File: src/rtl/addition_pkg.sv
// Shared types and sizing for the FP adder control slice.
package addition_pkg;

  localparam int MENT_WIDTH    = 23;
  localparam int EXPO_WIDTH    = 8;
  localparam int SHAMT_WIDTH   = 5;
  localparam int NORM_MAX_ITER = MENT_WIDTH + 1;

  typedef enum logic [2:0] {
    IDLE,
    COMPARE,
    ALIGN,
    ADD,
    NORM,
    DONE
  } state_t;

endpackage

File: src/rtl/addition_exp_compare.sv
// Exponent difference decoder: operand order, magnitude,
// saturated alignment shift and far-path detect.
module addition_exp_compare #(
  parameter int MENT_WIDTH  = 23,
  parameter int EXPO_WIDTH  = 8,
  parameter int SHAMT_WIDTH = 5
) (
  input  logic [EXPO_WIDTH:0]    exp_diff,
  output logic                   bigger_is_op1,
  output logic [SHAMT_WIDTH-1:0] shamt,
  output logic                   far_path
);

  localparam logic [EXPO_WIDTH-1:0] SAT =
    EXPO_WIDTH'(MENT_WIDTH + 1);
  localparam logic [SHAMT_WIDTH-1:0] SAT_SH =
    SHAMT_WIDTH'(MENT_WIDTH + 1);

  logic [EXPO_WIDTH-1:0] neg;
  logic [EXPO_WIDTH-1:0] magnitude;

  always_comb begin
    neg           = -exp_diff[EXPO_WIDTH-1:0];
    bigger_is_op1 = ~exp_diff[EXPO_WIDTH];
    magnitude     = exp_diff[EXPO_WIDTH] ? neg
                  : exp_diff[EXPO_WIDTH-1:0];
    far_path      = magnitude > SAT;
    // below saturation the magnitude fits the shift field
    shamt         = far_path ? SAT_SH
                  : magnitude[SHAMT_WIDTH-1:0];
  end

endmodule

File: src/rtl/addition_control_unit.sv
// Multi-cycle sequencer for the FP adder datapath.
// ADDCTL_FAR_PATH_BYPASS_EN adds the far-path bypass and bypass_out.
module addition_control_unit #(
  parameter int MENT_WIDTH  = addition_pkg::MENT_WIDTH,
  parameter int EXPO_WIDTH  = addition_pkg::EXPO_WIDTH,
  parameter int SHAMT_WIDTH = addition_pkg::SHAMT_WIDTH
) (
  input  logic                   clk_in,
  input  logic                   rst_in,
  input  logic                   start_in,
  input  logic [EXPO_WIDTH:0]    exp_diff_in,
  input  logic                   sum_carry_in,
  input  logic                   sum_msb_in,
  input  logic                   sum_zero_in,
  input  logic                   exp_min_in,
  input  logic                   exp_max_in,
  output logic                   ready_out,
  output logic                   mux1_sel_out,
  output logic                   mux2_sel_out,
  output logic                   mux3_sel_out,
  output logic [SHAMT_WIDTH-1:0] align_shamt_out,
  output logic                   align_load_out,
  output logic                   add_load_out,
  output logic                   norm_shr_out,
  output logic                   norm_shl_out,
  output logic                   exp_inc_out,
  output logic                   exp_dec_out,
  output logic                   done_out,
  output logic                   overflow_out,
  output logic                   zero_out
`ifdef ADDCTL_FAR_PATH_BYPASS_EN
  ,
  output logic                   bypass_out
`endif
);

  import addition_pkg::*;

`ifdef ADDCTL_FAR_PATH_BYPASS_EN
  localparam bit BYPASS_EN = 1'b1;
`else
  localparam bit BYPASS_EN = 1'b0;
`endif

  localparam logic [SHAMT_WIDTH-1:0] ITER_MAX =
    SHAMT_WIDTH'(MENT_WIDTH + 1);

  state_t                 state;
  logic [EXPO_WIDTH:0]    diff_q;
  logic [SHAMT_WIDTH-1:0] cnt_q;
  logic                   big1;
  logic                   far;
  logic [SHAMT_WIDTH-1:0] shamt;
  logic                   shl_step;

  addition_exp_compare #(
    .MENT_WIDTH  (MENT_WIDTH),
    .EXPO_WIDTH  (EXPO_WIDTH),
    .SHAMT_WIDTH (SHAMT_WIDTH)
  ) u_cmp (
    .exp_diff      (diff_q),
    .bigger_is_op1 (big1),
    .shamt         (shamt),
    .far_path      (far)
  );

  // normalize strobes act on the sum seen this cycle
  always_comb begin
    norm_shr_out = 1'b0;
    exp_inc_out  = 1'b0;
    shl_step     = 1'b0;
    if (state == NORM && !sum_zero_in) begin
      if (sum_carry_in) begin
        norm_shr_out = 1'b1;
        exp_inc_out  = 1'b1;
      end else begin
        shl_step = !sum_msb_in && !exp_min_in
                && (cnt_q != ITER_MAX);
      end
    end
    norm_shl_out = shl_step;
    exp_dec_out  = shl_step;
  end

  always_ff @(posedge clk_in or posedge rst_in) begin
    if (rst_in) begin
      state           <= IDLE;
      ready_out       <= 1'b1;
      diff_q          <= '0;
      cnt_q           <= '0;
      mux1_sel_out    <= 1'b0;
      mux2_sel_out    <= 1'b0;
      mux3_sel_out    <= 1'b0;
      align_shamt_out <= '0;
      align_load_out  <= 1'b0;
      add_load_out    <= 1'b0;
      done_out        <= 1'b0;
      overflow_out    <= 1'b0;
      zero_out        <= 1'b0;
    end else begin
      align_load_out <= 1'b0;
      add_load_out   <= 1'b0;
      done_out       <= 1'b0;
      unique case (state)
        IDLE: begin
          if (start_in) begin
            diff_q    <= exp_diff_in;
            ready_out <= 1'b0;
            state     <= COMPARE;
          end
        end
        COMPARE: begin
          mux1_sel_out    <= big1;
          mux2_sel_out    <= big1;
          mux3_sel_out    <= big1;
          align_shamt_out <= shamt;
          if (BYPASS_EN && far) begin
            done_out <= 1'b1;
            state    <= DONE;
          end else begin
            align_load_out <= 1'b1;
            state          <= ALIGN;
          end
        end
        ALIGN: begin
          add_load_out <= 1'b1;
          state        <= ADD;
        end
        ADD: begin
          cnt_q <= '0;
          state <= NORM;
        end
        NORM: begin
          if (shl_step) begin
            cnt_q <= cnt_q + 1'b1;
          end else begin
            zero_out     <= sum_zero_in;
            overflow_out <= !sum_zero_in && sum_carry_in
                         && exp_max_in;
            done_out     <= 1'b1;
            state        <= DONE;
          end
        end
        DONE: begin
          zero_out     <= 1'b0;
          overflow_out <= 1'b0;
          ready_out    <= 1'b1;
          state        <= IDLE;
        end
        default: state <= IDLE;
      endcase
    end
  end

`ifdef ADDCTL_FAR_PATH_BYPASS_EN
  always_ff @(posedge clk_in or posedge rst_in) begin
    if (rst_in) bypass_out <= 1'b0;
    else        bypass_out <= (state == COMPARE) && far;
  end
`endif

endmodule
File: config.mk
export PLATFORM = sky130hd
export DESIGN_NAME = addition_control_unit
export DESIGN_NICKNAME = d
export VERILOG_FILES = /design/src/rtl/addition_pkg.sv /design/src/rtl/addition_exp_compare.sv /design/src/rtl/addition_control_unit.sv
export SDC_FILE = /design/constraint.sdc
export NUM_CORES = 1
export LEC_CHECK = 0
export CORE_MARGIN = 2
export CORE_UTILIZATION = 49
export DETAILED_ROUTE_END_ITERATION = 7
export GPL_TIMING_DRIVEN = 0
export PLACE_DENSITY = 0.8
export SLEW_MARGIN = 10
export SYNTH_ARGS = -nofsm -noshare
export SYNTH_HDL_FRONTEND = slang
export SYNTH_SLANG_ARGS = --single-unit
File: constraint.sdc
create_clock -name clk_in -period 2.35 [get_ports clk_in]
set_clock_uncertainty 0.15 [all_clocks]
set_input_delay 0.47 -clock clk_in [delete_from_list [all_inputs] [get_ports clk_in]]
set_output_delay 0.47 -clock clk_in [all_outputs]
set_load 0.01 [all_outputs]
Yosys cells after proc, flatten, opt, wreduce, memory -nomap -nowiden
Index checks and enable logic that the tools add are counted.
- flip-flop bits (word level): 29
- output and inout bits: 18
- bits of input ports: 17
- bits in latches: 0
- RAM bits: 0
- memories: 0
- ROM bits: 0
- multiply operators: 0
- muxes and demuxes: 21
- add/subtract/negate cells: 2
- bitwise operators: 1
- shifts and indexed selects: 0
- order comparisons: 1
- div/mod/pow operators: 0
- reductions and logical operators: 17
- equality and inequality tests: 9
- operators by type and width (cell ; number):
    $pmux W3 S5 ; 1
    $mux W1 ; 11
    $mux W5 ; 2
    $pmux W5 S2 ; 1
    $reduce_and A2 Y1 ; 5
    $gt A8 B5 Y1 const B ; 1
    $mux W8 ; 1
    $neg A8 Y8 ; 1
    $eq A3 B2 Y1 const B ; 2
    $eq A3 B3 Y1 const B ; 2
    $mux W3 ; 2
    $ne A2 B2 Y1 const B ; 3
    $pmux W1 S2 ; 3
    $reduce_bool A2 Y1 ; 3
    $add A5 B1 Y5 const B ; 1
    $logic_and A1 B1 Y1 ; 5
    $ne A5 B5 Y1 const B ; 1
    $eq A3 B1 Y1 const B ; 1
    $logic_not A1 Y1 ; 3
    $logic_not A3 Y1 ; 1
    $not A1 Y1 ; 1

Depth between registers and ports, before layout
- depth in word-level cells: 7
- mapped depth: 7
- gate-level depth less buffers: 6

Modules after synthesis
Synthesis repeated with hierarchy kept, for this count alone.
- cells, all modules: 141
- area total of the unflattened synthesis: 1557.7 um^2
- by module, submodules not included (module ; cells an instance ; area each (um^2) ; times used):
    addition_control_unit ; 102 ; 1297.5 ; 1
    addition_exp_compare ; 39 ; 260.2 ; 1

Worst setup path after synthesis
Ideal clock, no wire load.
- path kind: register -> register
- start point: register diff_q[0]
- end point: register align_shamt_out[3]
- data required time: 2.074 ns
- arrival: 1.810 ns
- clock period less this slack: 2.087 ns
- cell stages (with the launch flop): 5
- buffers on the path: 0
- setup time: 0.126 ns
- setup slack: 0.263 ns
- cell sequence: dfrtp_1 > or4_4 > o31a_2 > mux2i_4 > o32a_1
- word-level cells in the longest chain between the ends: 4
- RTL lines (item ; RTL line ; text):
    start: declaration ; addition_control_unit.sv:49 ; logic [EXPO_WIDTH:0] diff_q;
    start signal: assignment ; addition_control_unit.sv:107 ; diff_q <= exp_diff_in;
    $neg A8 Y8 ; addition_exp_compare.sv:23 ; neg = -exp_diff[EXPO_WIDTH-1:0];
    $mux W8 (*) ; addition_exp_compare.sv:25 ; magnitude = exp_diff[EXPO_WIDTH] ? neg
    $gt A8 B5 Y1 ; addition_exp_compare.sv:27 ; far_path = magnitude > SAT;
    $mux W5 (*) ; addition_exp_compare.sv:29 ; shamt = far_path ? SAT_SH
    end signal: assignment ; addition_control_unit.sv:116 ; align_shamt_out <= shamt;
    end: declaration ; addition_control_unit.sv:21 ; output logic [SHAMT_WIDTH-1:0] align_shamt_out,
Mark *: on every way between the ends. The rest lies on a longest branch, timed or not.
A chain may end at the register's enable or synchronous reset.

Worst setup path after layout
- start point: input sum_carry_in
- end point: output exp_dec_out
- word-level cells in the longest chain between the ends: 2
- RTL lines (item ; RTL line ; text):
    start: declaration ; addition_control_unit.sv:12 ; input logic sum_carry_in,
    $mux W1 ; addition_control_unit.sv:73 ; if (sum_carry_in) begin
    $mux W1 ; addition_control_unit.sv:72 ; if (state == NORM && !sum_zero_in) begin
    end: declaration ; addition_control_unit.sv:27 ; output logic exp_dec_out,
Every way passes these cells.

==> reports/results.tsv <==
stage	metric	value	unit
finish	layout.area.seq	729	um2
yosys	ys_types	45	
finish	fin_util	0.728	
yosys	syn_avg_cell_area	11.4	um2
timing	worst_pin_slew	1.05	ns
yosys	ys_ff_latch	29	
clock_tree	cts_tree	built	
run_status	failed_checks	DRC	
critical_path	cp.required	1.73	ns
floorplan	core	2810	um2
critical_path	crit_arrival	1.64	ns
min_path	whs_path_depth	2	
min_path	hp-class	reg2reg	
grt	grt_pass1_vias	1213	
floorplan	pin_count	35	
routing	vias	1182	
floorplan	initial_utilization	0.521	
timing	fin_crit	2.26	ns
timing	fmax	0.443	GHz
power_and_ir_drop	power_density	1110	nW/um2
timing	slew_violations	0	
clock_tree	worstSkewPairLatency	0.34	ns
floorplan	die_y	58.6	um
yosys	synth_area	1460	um2
clock_tree	clk_pin_slew	0.08	ns
clock_tree	root_buffer	clkbuf_4	
clock_tree	cts_buffers	5	
power_and_ir_drop	p_leak	0.912	nW
placed_design	pre_cts_slack	-0.828	ns
grt	grt_usage	0.213	
finish	drive_above_1_share	0.321	
timing	relSlewSlack	0.297	
grt	antenna_found_initial	0	
clock_tree	h-tree-depth	2	
finish	multi_input_area	698	um2
finish	nets	203	
critical_path	critPathKind	in2out	
floorplan	fp.dieW	58.6	um
grt	grt_pass1_wl	5380	um
power_and_ir_drop	irDropWorstVdd	0.638	mV
clock_tree	cts_buffer_depth	2	
grt	grt_max_degree	30	
clock_tree	cts_sinks	29	
finish	area_delta_synth_final	39.7	%
grt	grt-ovfl-total	0	
yosys	synth_fp_nets	148	
run	maxCapViolCount	0	
routing	drc	2	
timing	setup_viol	0	
routing	first_iter_violations	32	
critical_path	cp_max_fo	2	
yosys	ys_warn_count	0	
yosys	ys_seq_area_frac	0.497	
finish	antenna_cells_inserted	0	
routing	ant_nets	0	
routing	totalWireLength	3340	um
placed_design	port_buffers	34	
yosys	syn_inst	128	
routing	via_per_inst	5.50	
floorplan	num_rows	19	
placed_design	dp_hpwl	2220	um
timing	period_share	0.960	
routing	dr.pass1.iters	6	
critical_path	start_kind	primary input	
floorplan	fp.dieArea	3440	um2
clock_tree	holdBufCountCts	0	
routing	drt-wirelength-per-cell	15.6	um
critical_path	endpoint_kind	output port	
timing	hold_viol_final	0	
placed_design	gp_congestion	0.815	
timing	rsz0062_at_grt	no	
finish	nFillCells	210	
timing	setup_ws	0.0943	ns
critical_path	reg2regPathDepth	4	
run_status	status	finished with violations	
[Yosys cell counts, drive strengths merged]
| master | instances | share of area |
|---|---|---|
| nor2 | 12 | 0.033 |
| nand2 | 7 | 0.018 |
| and3 | 1 | 0.0043 |
| o32a | 2 | 0.015 |
| a21o | 1 | 0.0051 |
| or3 | 1 | 0.0043 |
| a22o | 1 | 0.0060 |
| a32o | 1 | 0.0068 |
| a21boi | 1 | 0.0051 |
| mux2 | 10 | 0.077 |
| and4bb | 1 | 0.0086 |
| clkbuf | 3 | 0.0077 |
| buf | 5 | 0.024 |
| or4 | 1 | 0.0077 |
| nor3b | 2 | 0.010 |
| dfrtp | 28 | 0.48 |
| nor4 | 2 | 0.023 |
| nand4 | 3 | 0.013 |
| inv | 8 | 0.021 |
| dfstp | 1 | 0.018 |
| or3b | 1 | 0.0060 |
| nand3b | 2 | 0.010 |
| nand4b | 1 | 0.0060 |
| o2111a | 1 | 0.0077 |
| mux2i | 3 | 0.029 |
| o31a | 1 | 0.0068 |
| nor3 | 3 | 0.010 |
| or2 | 2 | 0.0086 |
| xor2 | 3 | 0.018 |
| a21oi | 2 | 0.0068 |
| nor4b | 1 | 0.010 |
| and2 | 4 | 0.017 |
| nand3 | 1 | 0.0034 |
| xnor2 | 2 | 0.012 |
| a2111oi | 1 | 0.0060 |
| o41ai | 3 | 0.018 |
| o21ai | 2 | 0.0068 |
| ha | 3 | 0.026 |
| o31ai | 1 | 0.0051 |
[placed cells by master (no fill, tap or decap), types with 5 or more instances in the layout]
cell type	count
nor2_1	11
nand2_1	7
clkdlybuf4s50_1	29
buf_4	19
dfrtp_1	26
inv_1	6
mux2_2	10
clkbuf_4	5
[layout make-up]
| type | instances | area share |
|---|---|---|
| multi-input cells | 83 | 0.342 |
| inverters | 8 | 0.0147 |
| repair buffers | 50 | 0.225 |
| clock buffers | 6 | 0.0202 |
| well taps | 31 | 0.0190 |
| plain buffers | 6 | 0.0172 |
| flip-flops and latches | 29 | 0.357 |
| clock inverters | 2 | 0.00490 |
[cell families (layout without fill, tap and decap cells)]
| kind of cell | Yosys count | after routing | synth area share |
|---|---|---|---|
| xor+xnor | 5 | 5 | 0.0300 |
| fa+ha+maj | 3 | 3 | 0.0257 |
| simple gates | 45 | 45 | 0.193 |
| mux | 13 | 13 | 0.106 |
| compound gates | 17 | 17 | 0.0950 |
| flops | 29 | 29 | 0.497 |
| buf+inv | 16 | 72 | 0.0522 |
[timing repair]
action / in CTS / in global routing
buffers inserted: 10 / 6
setup endpoints to repair: 4 / 1
gates resized for setup: 15 / 5
pin swaps: 4 / 3
cloned: 0 / 0
[stage by stage]
stage | power [W] | instance area [um2] | TNS [ns] | cells | hold slack, ns
floorplan | 0.00152 | 1460 | 0 | 128 | 0.346
global placement | 0.00186 | 1840 | -2.40 | 193 | 0.315
detailed placement | 0.00190 | 1840 | -2.99 | 193 | 0.315
CTS | 0.00223 | 1980 | 0 | 210 | 0.341
global route | 0.00242 | 2040 | 0 | 215 | 0.363
finish | 0.00226 | 2040 | 0 | 215 | 0.343
[critical path, cell delays in order]
cell and delay [ns]:
clkdlybuf4s50_1 0.48, nor3_4 0.22, and3_4 0.21, dlygate4sd2_1 0.26
[path summary, 6_finish.rpt]
path / from / slack (ns) / endpoint
max in group asynchronous: rst_in / 0.81 / state[0]
worst max register to register: diff_q[1] / 0.19 / align_shamt_out[1]
worst min register to register: align_shamt_out[2] / 0.34 / align_shamt_out[2]
worst min-delay path: align_shamt_out[2] / 0.34 / align_shamt_out[2]
min in group asynchronous: rst_in / 0.53 / cnt_q[3]
worst max-delay path: sum_carry_in / 0.09 / exp_dec_out
[registers in the layout, summed over array words and instances, names as in the netlist]
signal           count
mux3_sel_out         1
zero_out             1
align_shamt_out      5
diff_q               9
align_load_out       1
add_load_out         1
state                3
ready_out            1
overflow_out         1
done_out             1
cnt_q                5
[layer usage]
metal / wire [um] / track usage
met1: 1440 / 0.260
met2: 1620 / 0.331
met3: 144 / 0.0659
met4: 140 / 0.130
met5: 0 / 0
[power breakdown]
| part | total, W | internal [W] | switching, W | leakage, nW |
|---|---|---|---|---|
| clock network | 0.000285 | 0.000114 | 0.000172 | 0.0320 |
| logic | 0.00111 | 0.000602 | 0.000508 | 0.519 |
| registers | 0.000864 | 0.000696 | 0.000168 | 0.360 |
| total | 0.00226 | 0.00141 | 0.000848 | 0.912 |
No activity file was read; power rests on OpenSTA's default activity.
